## src/rtl/vigna_coproc_arbiter_pkg.sv

```systemverilog
// Shared definitions for the vigna M-extension coprocessor arbiter:
// func codes, arbiter state encoding, requester limits and index helpers.
package vigna_coproc_pkg;

   localparam int unsigned NREQ_MAX = 8;

   localparam logic [2:0] FUNC_MUL    = 3'b000;
   localparam logic [2:0] FUNC_MULH   = 3'b001;
   localparam logic [2:0] FUNC_MULHSU = 3'b010;
   localparam logic [2:0] FUNC_MULHU  = 3'b011;
   localparam logic [2:0] FUNC_DIV    = 3'b100;
   localparam logic [2:0] FUNC_DIVU   = 3'b101;
   localparam logic [2:0] FUNC_REM    = 3'b110;
   localparam logic [2:0] FUNC_REMU   = 3'b111;

   typedef enum logic [1:0] {
      ST_IDLE = 2'd0,
      ST_BUSY = 2'd1,
      ST_DONE = 2'd2
   } arb_state_e;

   typedef logic [2:0] req_idx_t;

   // One coprocessor operation as presented by a requester.
   typedef struct packed {
      logic [2:0]  func;
      logic [31:0] op1;
      logic [31:0] op2;
   } cp_op_t;

   // One-hot decode of a requester index, NREQ_MAX bits wide.
   function automatic logic [NREQ_MAX-1:0] idx_onehot(input req_idx_t idx);
      return {{(NREQ_MAX-1){1'b0}}, 1'b1} << idx;
   endfunction

endpackage

```

## src/rtl/vigna_coproc_arbiter_if.sv

```systemverilog
// Bus between the arbiter (master) and the single vigna_m_ext
// coprocessor (slave): issue handshake, tagged operands and result.
interface vigna_coproc_arbiter_if;

   logic        cp_valid;
   logic        cp_ready;
   logic [2:0]  cp_func;
   logic [2:0]  cp_id;
   logic [31:0] cp_op1;
   logic [31:0] cp_op2;
   logic [31:0] cp_result;

   modport master (
      output cp_valid, cp_func, cp_id, cp_op1, cp_op2,
      input  cp_ready, cp_result
   );

   modport slave (
      input  cp_valid, cp_func, cp_id, cp_op1, cp_op2,
      output cp_ready, cp_result
   );

endinterface

```

## src/rtl/vigna_coproc_arbiter_rr_pick.sv

```systemverilog
// Combinational round-robin picker: the first asserted request found
// searching upward from last+1 (mod NREQ) wins.
module vigna_rr_pick
   import vigna_coproc_pkg::*;
#(
   parameter int unsigned NREQ = 2
) (
   input  logic [NREQ-1:0] req,
   input  req_idx_t        last,
   output logic            any,
   output req_idx_t        idx
);

   int unsigned     cand;
   logic [NREQ-1:0] rot;

   // Walk the candidates in priority order, keep the first hit.
   always_comb begin
      any  = 1'b0;
      idx  = '0;
      cand = 0;
      rot  = '0;
      for (int unsigned k = 1; k <= NREQ; k++) begin
         cand = (32'(last) + k) % NREQ;
         rot  = req >> cand;
         if (!any && rot[0]) begin
            any = 1'b1;
            idx = req_idx_t'(cand);
         end
      end
   end

endmodule

```

## src/rtl/vigna_coproc_arbiter.sv

```systemverilog
// Shares one vigna_m_ext coprocessor between NREQ requesters with a
// round-robin grant and one operation in flight. Operands are held on
// the coprocessor bus for the whole operation, and the result returns
// to the granted requester as a one-cycle req_ready pulse.
// Optional feature macro: VIGNA_COPROC_ARB_REUSE_EN adds a one-entry
// result cache that answers exact repeats without touching the coprocessor.
module vigna_coproc_arbiter
   import vigna_coproc_pkg::*;
#(
   parameter int unsigned NREQ = 2
) (
   input  logic                   clk,
   input  logic                   resetn,
   input  logic [NREQ-1:0]        req_valid,
   input  logic [3*NREQ-1:0]      req_func,
   input  logic [32*NREQ-1:0]     req_op1,
   input  logic [32*NREQ-1:0]     req_op2,
   output logic [NREQ-1:0]        req_ready,
   output logic [32*NREQ-1:0]     req_result,
   vigna_coproc_arbiter_if.master cp
);

   arb_state_e        state_q;
   req_idx_t          gnt_q;
   req_idx_t          last_q;
   logic              cp_valid_q;
   cp_op_t            cp_op_q;
   req_idx_t          cp_id_q;
   logic [NREQ-1:0]   req_ready_q;
   logic [32*NREQ-1:0] req_result_q;

   logic              pick_any;
   req_idx_t          pick_idx;
   cp_op_t            win_op;

   vigna_rr_pick #(
      .NREQ (NREQ)
   ) u_pick (
      .req  (req_valid),
      .last (last_q),
      .any  (pick_any),
      .idx  (pick_idx)
   );

   // Slice the winning requester's operation out of the flat buses.
   always_comb begin
      win_op = '0;
      for (int unsigned i = 0; i < NREQ; i++) begin
         if (req_idx_t'(i) == pick_idx) begin
            win_op.func = req_func[3*i +: 3];
            win_op.op1  = req_op1[32*i +: 32];
            win_op.op2  = req_op2[32*i +: 32];
         end
      end
   end

`ifdef VIGNA_COPROC_ARB_REUSE_EN
   logic        cache_valid_q;
   cp_op_t      cache_op_q;
   logic [31:0] cache_result_q;
   logic        cache_hit;

   assign cache_hit = cache_valid_q && (win_op == cache_op_q);
`endif

   // Arbiter FSM: grant in IDLE, hold operands in BUSY, one quiet DONE cycle.
   always_ff @(posedge clk) begin
      if (!resetn) begin
         state_q      <= ST_IDLE;
         gnt_q        <= '0;
         last_q       <= req_idx_t'(NREQ - 1);
         cp_valid_q   <= 1'b0;
         cp_op_q      <= '0;
         cp_id_q      <= '0;
         req_ready_q  <= '0;
         req_result_q <= '0;
`ifdef VIGNA_COPROC_ARB_REUSE_EN
         cache_valid_q  <= 1'b0;
         cache_op_q     <= '0;
         cache_result_q <= '0;
`endif
      end else begin
         req_ready_q <= '0;
         case (state_q)
            ST_IDLE: begin
               if (pick_any) begin
                  gnt_q  <= pick_idx;
                  last_q <= pick_idx;
`ifdef VIGNA_COPROC_ARB_REUSE_EN
                  // A hit skips BUSY entirely; DONE then carries the pulse.
                  if (cache_hit) begin
                     for (int unsigned i = 0; i < NREQ; i++) begin
                        if (req_idx_t'(i) == pick_idx) begin
                           req_result_q[32*i +: 32] <= cache_result_q;
                        end
                     end
                     req_ready_q <= NREQ'(idx_onehot(pick_idx));
                     state_q     <= ST_DONE;
                  end else begin
                     cp_op_q    <= win_op;
                     cp_id_q    <= pick_idx;
                     cp_valid_q <= 1'b1;
                     state_q    <= ST_BUSY;
                  end
`else
                  cp_op_q    <= win_op;
                  cp_id_q    <= pick_idx;
                  cp_valid_q <= 1'b1;
                  state_q    <= ST_BUSY;
`endif
               end
            end
            ST_BUSY: begin
               if (cp.cp_ready) begin
                  for (int unsigned i = 0; i < NREQ; i++) begin
                     if (req_idx_t'(i) == gnt_q) begin
                        req_result_q[32*i +: 32] <= cp.cp_result;
                     end
                  end
                  req_ready_q <= NREQ'(idx_onehot(gnt_q));
                  cp_valid_q  <= 1'b0;
`ifdef VIGNA_COPROC_ARB_REUSE_EN
                  cache_valid_q  <= 1'b1;
                  cache_op_q     <= cp_op_q;
                  cache_result_q <= cp.cp_result;
`endif
                  state_q <= ST_DONE;
               end
            end
            ST_DONE: begin
               state_q <= ST_IDLE;
            end
            default: begin
               state_q <= ST_IDLE;
            end
         endcase
      end
   end

   assign cp.cp_valid = cp_valid_q;
   assign cp.cp_func  = cp_op_q.func;
   assign cp.cp_id    = cp_id_q;
   assign cp.cp_op1   = cp_op_q.op1;
   assign cp.cp_op2   = cp_op_q.op2;
   assign req_ready   = req_ready_q;
   assign req_result  = req_result_q;

endmodule

```

## src/flat_wrapper.sv

```systemverilog
// flat-port wrapper written by rule: the top's interface ports become plain ports
module vigna_coproc_arbiter_flat import vigna_coproc_pkg::*;
#(
   parameter int unsigned NREQ = 2
)
  (clk, resetn, req_valid, req_func, req_op1, req_op2, req_ready, req_result, cp_cp_valid, cp_cp_func, cp_cp_id, cp_cp_op1, cp_cp_op2, cp_cp_ready, cp_cp_result);
  vigna_coproc_arbiter_if cp_i ();
  input  logic clk;
  input  logic resetn;
  input  logic [NREQ-1:0] req_valid;
  input  logic [3*NREQ-1:0] req_func;
  input  logic [32*NREQ-1:0] req_op1;
  input  logic [32*NREQ-1:0] req_op2;
  output logic [NREQ-1:0] req_ready;
  output logic [32*NREQ-1:0] req_result;
  output wire logic [$bits(cp_i.cp_valid)-1:0] cp_cp_valid;
  output wire logic [$bits(cp_i.cp_func)-1:0] cp_cp_func;
  output wire logic [$bits(cp_i.cp_id)-1:0] cp_cp_id;
  output wire logic [$bits(cp_i.cp_op1)-1:0] cp_cp_op1;
  output wire logic [$bits(cp_i.cp_op2)-1:0] cp_cp_op2;
  input wire logic [$bits(cp_i.cp_ready)-1:0] cp_cp_ready;
  input wire logic [$bits(cp_i.cp_result)-1:0] cp_cp_result;
  assign cp_cp_valid = cp_i.cp_valid;
  assign cp_cp_func = cp_i.cp_func;
  assign cp_cp_id = cp_i.cp_id;
  assign cp_cp_op1 = cp_i.cp_op1;
  assign cp_cp_op2 = cp_i.cp_op2;
  assign cp_i.cp_ready = cp_cp_ready;
  assign cp_i.cp_result = cp_cp_result;
  vigna_coproc_arbiter #(.NREQ(NREQ)) u_core (.clk(clk), .resetn(resetn), .req_valid(req_valid), .req_func(req_func), .req_op1(req_op1), .req_op2(req_op2), .req_ready(req_ready), .req_result(req_result), .cp(cp_i));
endmodule
```

## config.mk

```make
export PLATFORM = sky130hd
export DESIGN_NAME = vigna_coproc_arbiter_flat
export DESIGN_NICKNAME = d
export VERILOG_FILES = /design/src/rtl/vigna_coproc_arbiter_pkg.sv /design/src/rtl/vigna_coproc_arbiter_if.sv /design/src/rtl/vigna_coproc_arbiter_rr_pick.sv /design/src/rtl/vigna_coproc_arbiter.sv /design/src/flat_wrapper.sv
export SDC_FILE = /design/constraint.sdc
export NUM_CORES = 1
export LEC_CHECK = 0
export ABC_AREA = 1
export BUFFER_PORTS_ARGS = -buffer_cell sky130_fd_sc_hd__buf_4
export CAP_MARGIN = 30
export CORE_MARGIN = 3
export CORE_UTILIZATION = 43
export DETAILED_ROUTE_END_ITERATION = 7
export PLACE_DENSITY = 0.78
export SYNTH_ARGS = -nofsm -noshare
export SYNTH_HDL_FRONTEND = slang
export SYNTH_SLANG_ARGS = --single-unit
export TNS_END_PERCENT = 20
```

## constraint.sdc

```tcl
create_clock -name clk -period 1.05 [get_ports clk]
set_input_delay 0.21 -clock clk [delete_from_list [all_inputs] [get_ports clk]]
set_output_delay 0.21 -clock clk [all_outputs]
set_load 0.02 [all_outputs]
```

==> flow_metrics.tcl <==
set metrics [dict create \
    status "finished, violations left" \
    violations "setup timing" \
    core-area_sq_um 15300 \
    viasPerCell 4.70 \
    critPathMaxFanout 10 \
    synthTopCellsByArea "dfxtp_1, nand2_1, nor2_1" \
    cp-end-kind "flip-flop" \
    maxSlewViolCount 0 \
    setup-violations-final 271 \
    routedWlPerCell_microns 14.7 \
    synth_area_per_cell_sq_um 5.86 \
    synth_seq_cells 138 \
    reg2reg_depth 8 \
    crit_type "reg -> reg" \
    areaGrowthSynthToFinish_pct 68.4 \
    multi_input_area_sq_um 3160 \
    num-nets-final 1646 \
    holdBufCountCts 0 \
    cts_tree "built" \
    antenna_found_initial 0 \
    drive_gt1_share_pct 39.8 \
    post-route-drc-count 0 \
    dp.cells 1642 \
    power_density_nw_per_um2 1490 \
    dr_total_vias 7993 \
    peakVddDrop_mv 1.17 \
    hold_depth 3 \
    synth_cell_types 16 \
    cp.required_ns 1.36 \
    totalWireLength_microns 25000 \
    insertion_delay_ns 0.42 \
    instances_no_fill 1699 \
    cp.arrival_ns 1.61 \
    grt_max_degree 51 \
    worstHoldPathType "in -> reg" \
    grt_pass1_wl_microns 35600 \
    h-tree-depth 4 \
    yosysSeqAreaShare_pct 40.8 \
    cts_root_buf "clkbuf_16" \
    dp_hpwl_microns 15400 \
    start_util_pct 44.2 \
    seqCellArea_sq_um 2930 \
    path_clk_slew_ns 0.06 \
    setup_slack_ns -0.249 \
    clock_sinks 138 \
    crit_path_start_kind "flip-flop" \
    cap_violations 0 \
    netlist_area_sq_um 6770 \
    grt_usage_pct 25.2 \
    numPortBuffers 305 \
    numCtsBuffers 17 \
    fin_skew_ns 0.0112 \
    dieWidth_microns 131 \
    ant_nets 0 \
    antenna_cells 0 \
    pre_cts_ws_ns -0.191 \
    die_area_sq_um 17300 \
    fmax_ghz 0.770 \
    cts.path.max_buffers 2 \
    netlist.area_leader.share_pct 40.8 \
    grt_pass1_vias 7260 \
    place.gp.congestion 0.881 \
    ios 308 \
    overflow 0 \
    finalCriticalPeriod_ns 1.30 \
    initialDrtViolationCount 452 \
    rsz0062_at_grt "true" \
    yosys_warnings 0 \
    final_hold_viol_count 0 \
    synth_area_leader_cell "dfxtp_1" \
    leakagePower_nw 6.30 \
    die-height_microns 131 \
    postSynthCellCount 1155 \
    post-route-period-util_pct 124 \
    fillers 1147 \
    rows 45 \
    dr.pass1.iters 5 \
    fin_tns_setup_ns -26.46 \
]
==> cell families after synthesis <==
logic type	Yosys count	share of synthesized area (%)
buffers and inverters	268	16.1
AOI/OAI and AO/OA	4	0.351
DFF	138	40.8
other	1	0.0554
and+or+nand+nor	744	42.7
==> power breakdown <==
part	switching [mW]	leakage [nW]	internal, mW
clock	2.38	0.297	3.81
sequential	0.333	1.18	5.78
combinational	2.46	4.82	2.24
==> path summary, 6_finish.rpt <==
kind / from / to / slack [ns]
worst min-delay path: cp_cp_result[10] / u_core.req_result[42] / 0.02
worst max-delay path: u_core.state_q[1] / u_core.cp.cp_op2[16] / -0.25
worst min register to register: u_core.req_result[3] / u_core.req_result[3] / 0.47
worst max register to register: u_core.state_q[1] / u_core.cp.cp_op2[16] / -0.25
==> per-stage QoR <==
stage                     total power [mW]  instance area (sq um)  util (%)  hold slack (ns)
final                                 17.0                  11400      74.4           0.0240
after floorplan                       8.18                   6810         -            0.345
after global routing                  17.7                  11400      74.4           0.0178
after detailed placement              9.92                   9420      61.5            0.451
after CTS                             16.6                  10800      70.6           0.0105
after global placement                9.85                   9420      61.5            0.445
==> cell type report <==
cell class	count	area share, %
Clock buffer	18	3.85
Clock inverter	14	1.49
Inverter	203	6.69
Multi-Input combinational cell	750	27.7
Sequential cell	138	25.7
Tap cell	211	2.32
Timing Repair Buffer	365	32.2
==> layout by cell type, fill, tap and decap left out, drive strengths merged, types with 2 or more instances in the layout <==
cell type	instances
inv	206
clkinv	6
dfxtp	138
nand2	371
nor2	336
clkbuf	26
nand4	33
nand3	3
a21oi	3
conb	2
buf	357
clkinvlp	2
bufinv	3
==> critical path, stage by stage, from the launching register on <==
cell     delay [ns]
dfxtp_2        0.33
inv_2          0.06
nand2_2        0.06
nor2_4         0.16
buf_6          0.17
buf_12         0.14
nand2_1        0.07
nor2_1         0.13
nor2_1         0.06
==> cell usage after synthesis <==
library cell and count:
conb_1 1, nand2_1 370, nand3_1 3, inv_1 203
nor3_1 1, buf_2 35, o21ai_2 1, nor2_1 333
nand4_1 33, buf_1 6, a21oi_1 3, buf_4 10
clkbuf_1 14, dfxtp_1 138, nand2_2 1, nor2_2 3
==> registers in the layout, summed over array words and instances, names as in the netlist <==
| signal | count |
|---|---|
| u_core.last_q | 1 |
| u_core.cp.cp_op2 | 32 |
| u_core.req_ready | 2 |
| u_core.req_result | 64 |
| u_core.cp.cp_op1 | 32 |
| u_core.cp.cp_id | 1 |
| u_core.cp.cp_func | 3 |
| u_core.state_q | 2 |
| u_core.cp.cp_valid | 1 |
==> repair_timing <==
| action | 4_1_cts | 5_1_grt |
|---|---|---|
| setup buffers | 5 | 8 |
| setup endpoints to repair | 271 | 272 |
| pin swaps | 2 | 40 |
| resized for setup | 253 | 101 |
| gates cloned | 3 | 9 |
==> metal layers <==
layer / vias up / global-route usage [%] / part of all wire, %
li1: 3949 / - / -
met1: 3604 / 27.5 / 37
met2: 365 / 45.4 / 50
met3: 75 / 7.70 / 8.4
met4: 0 / 10.2 / 4.6
met5: - / 0 / 0
(Power assumes the default switching activity.)
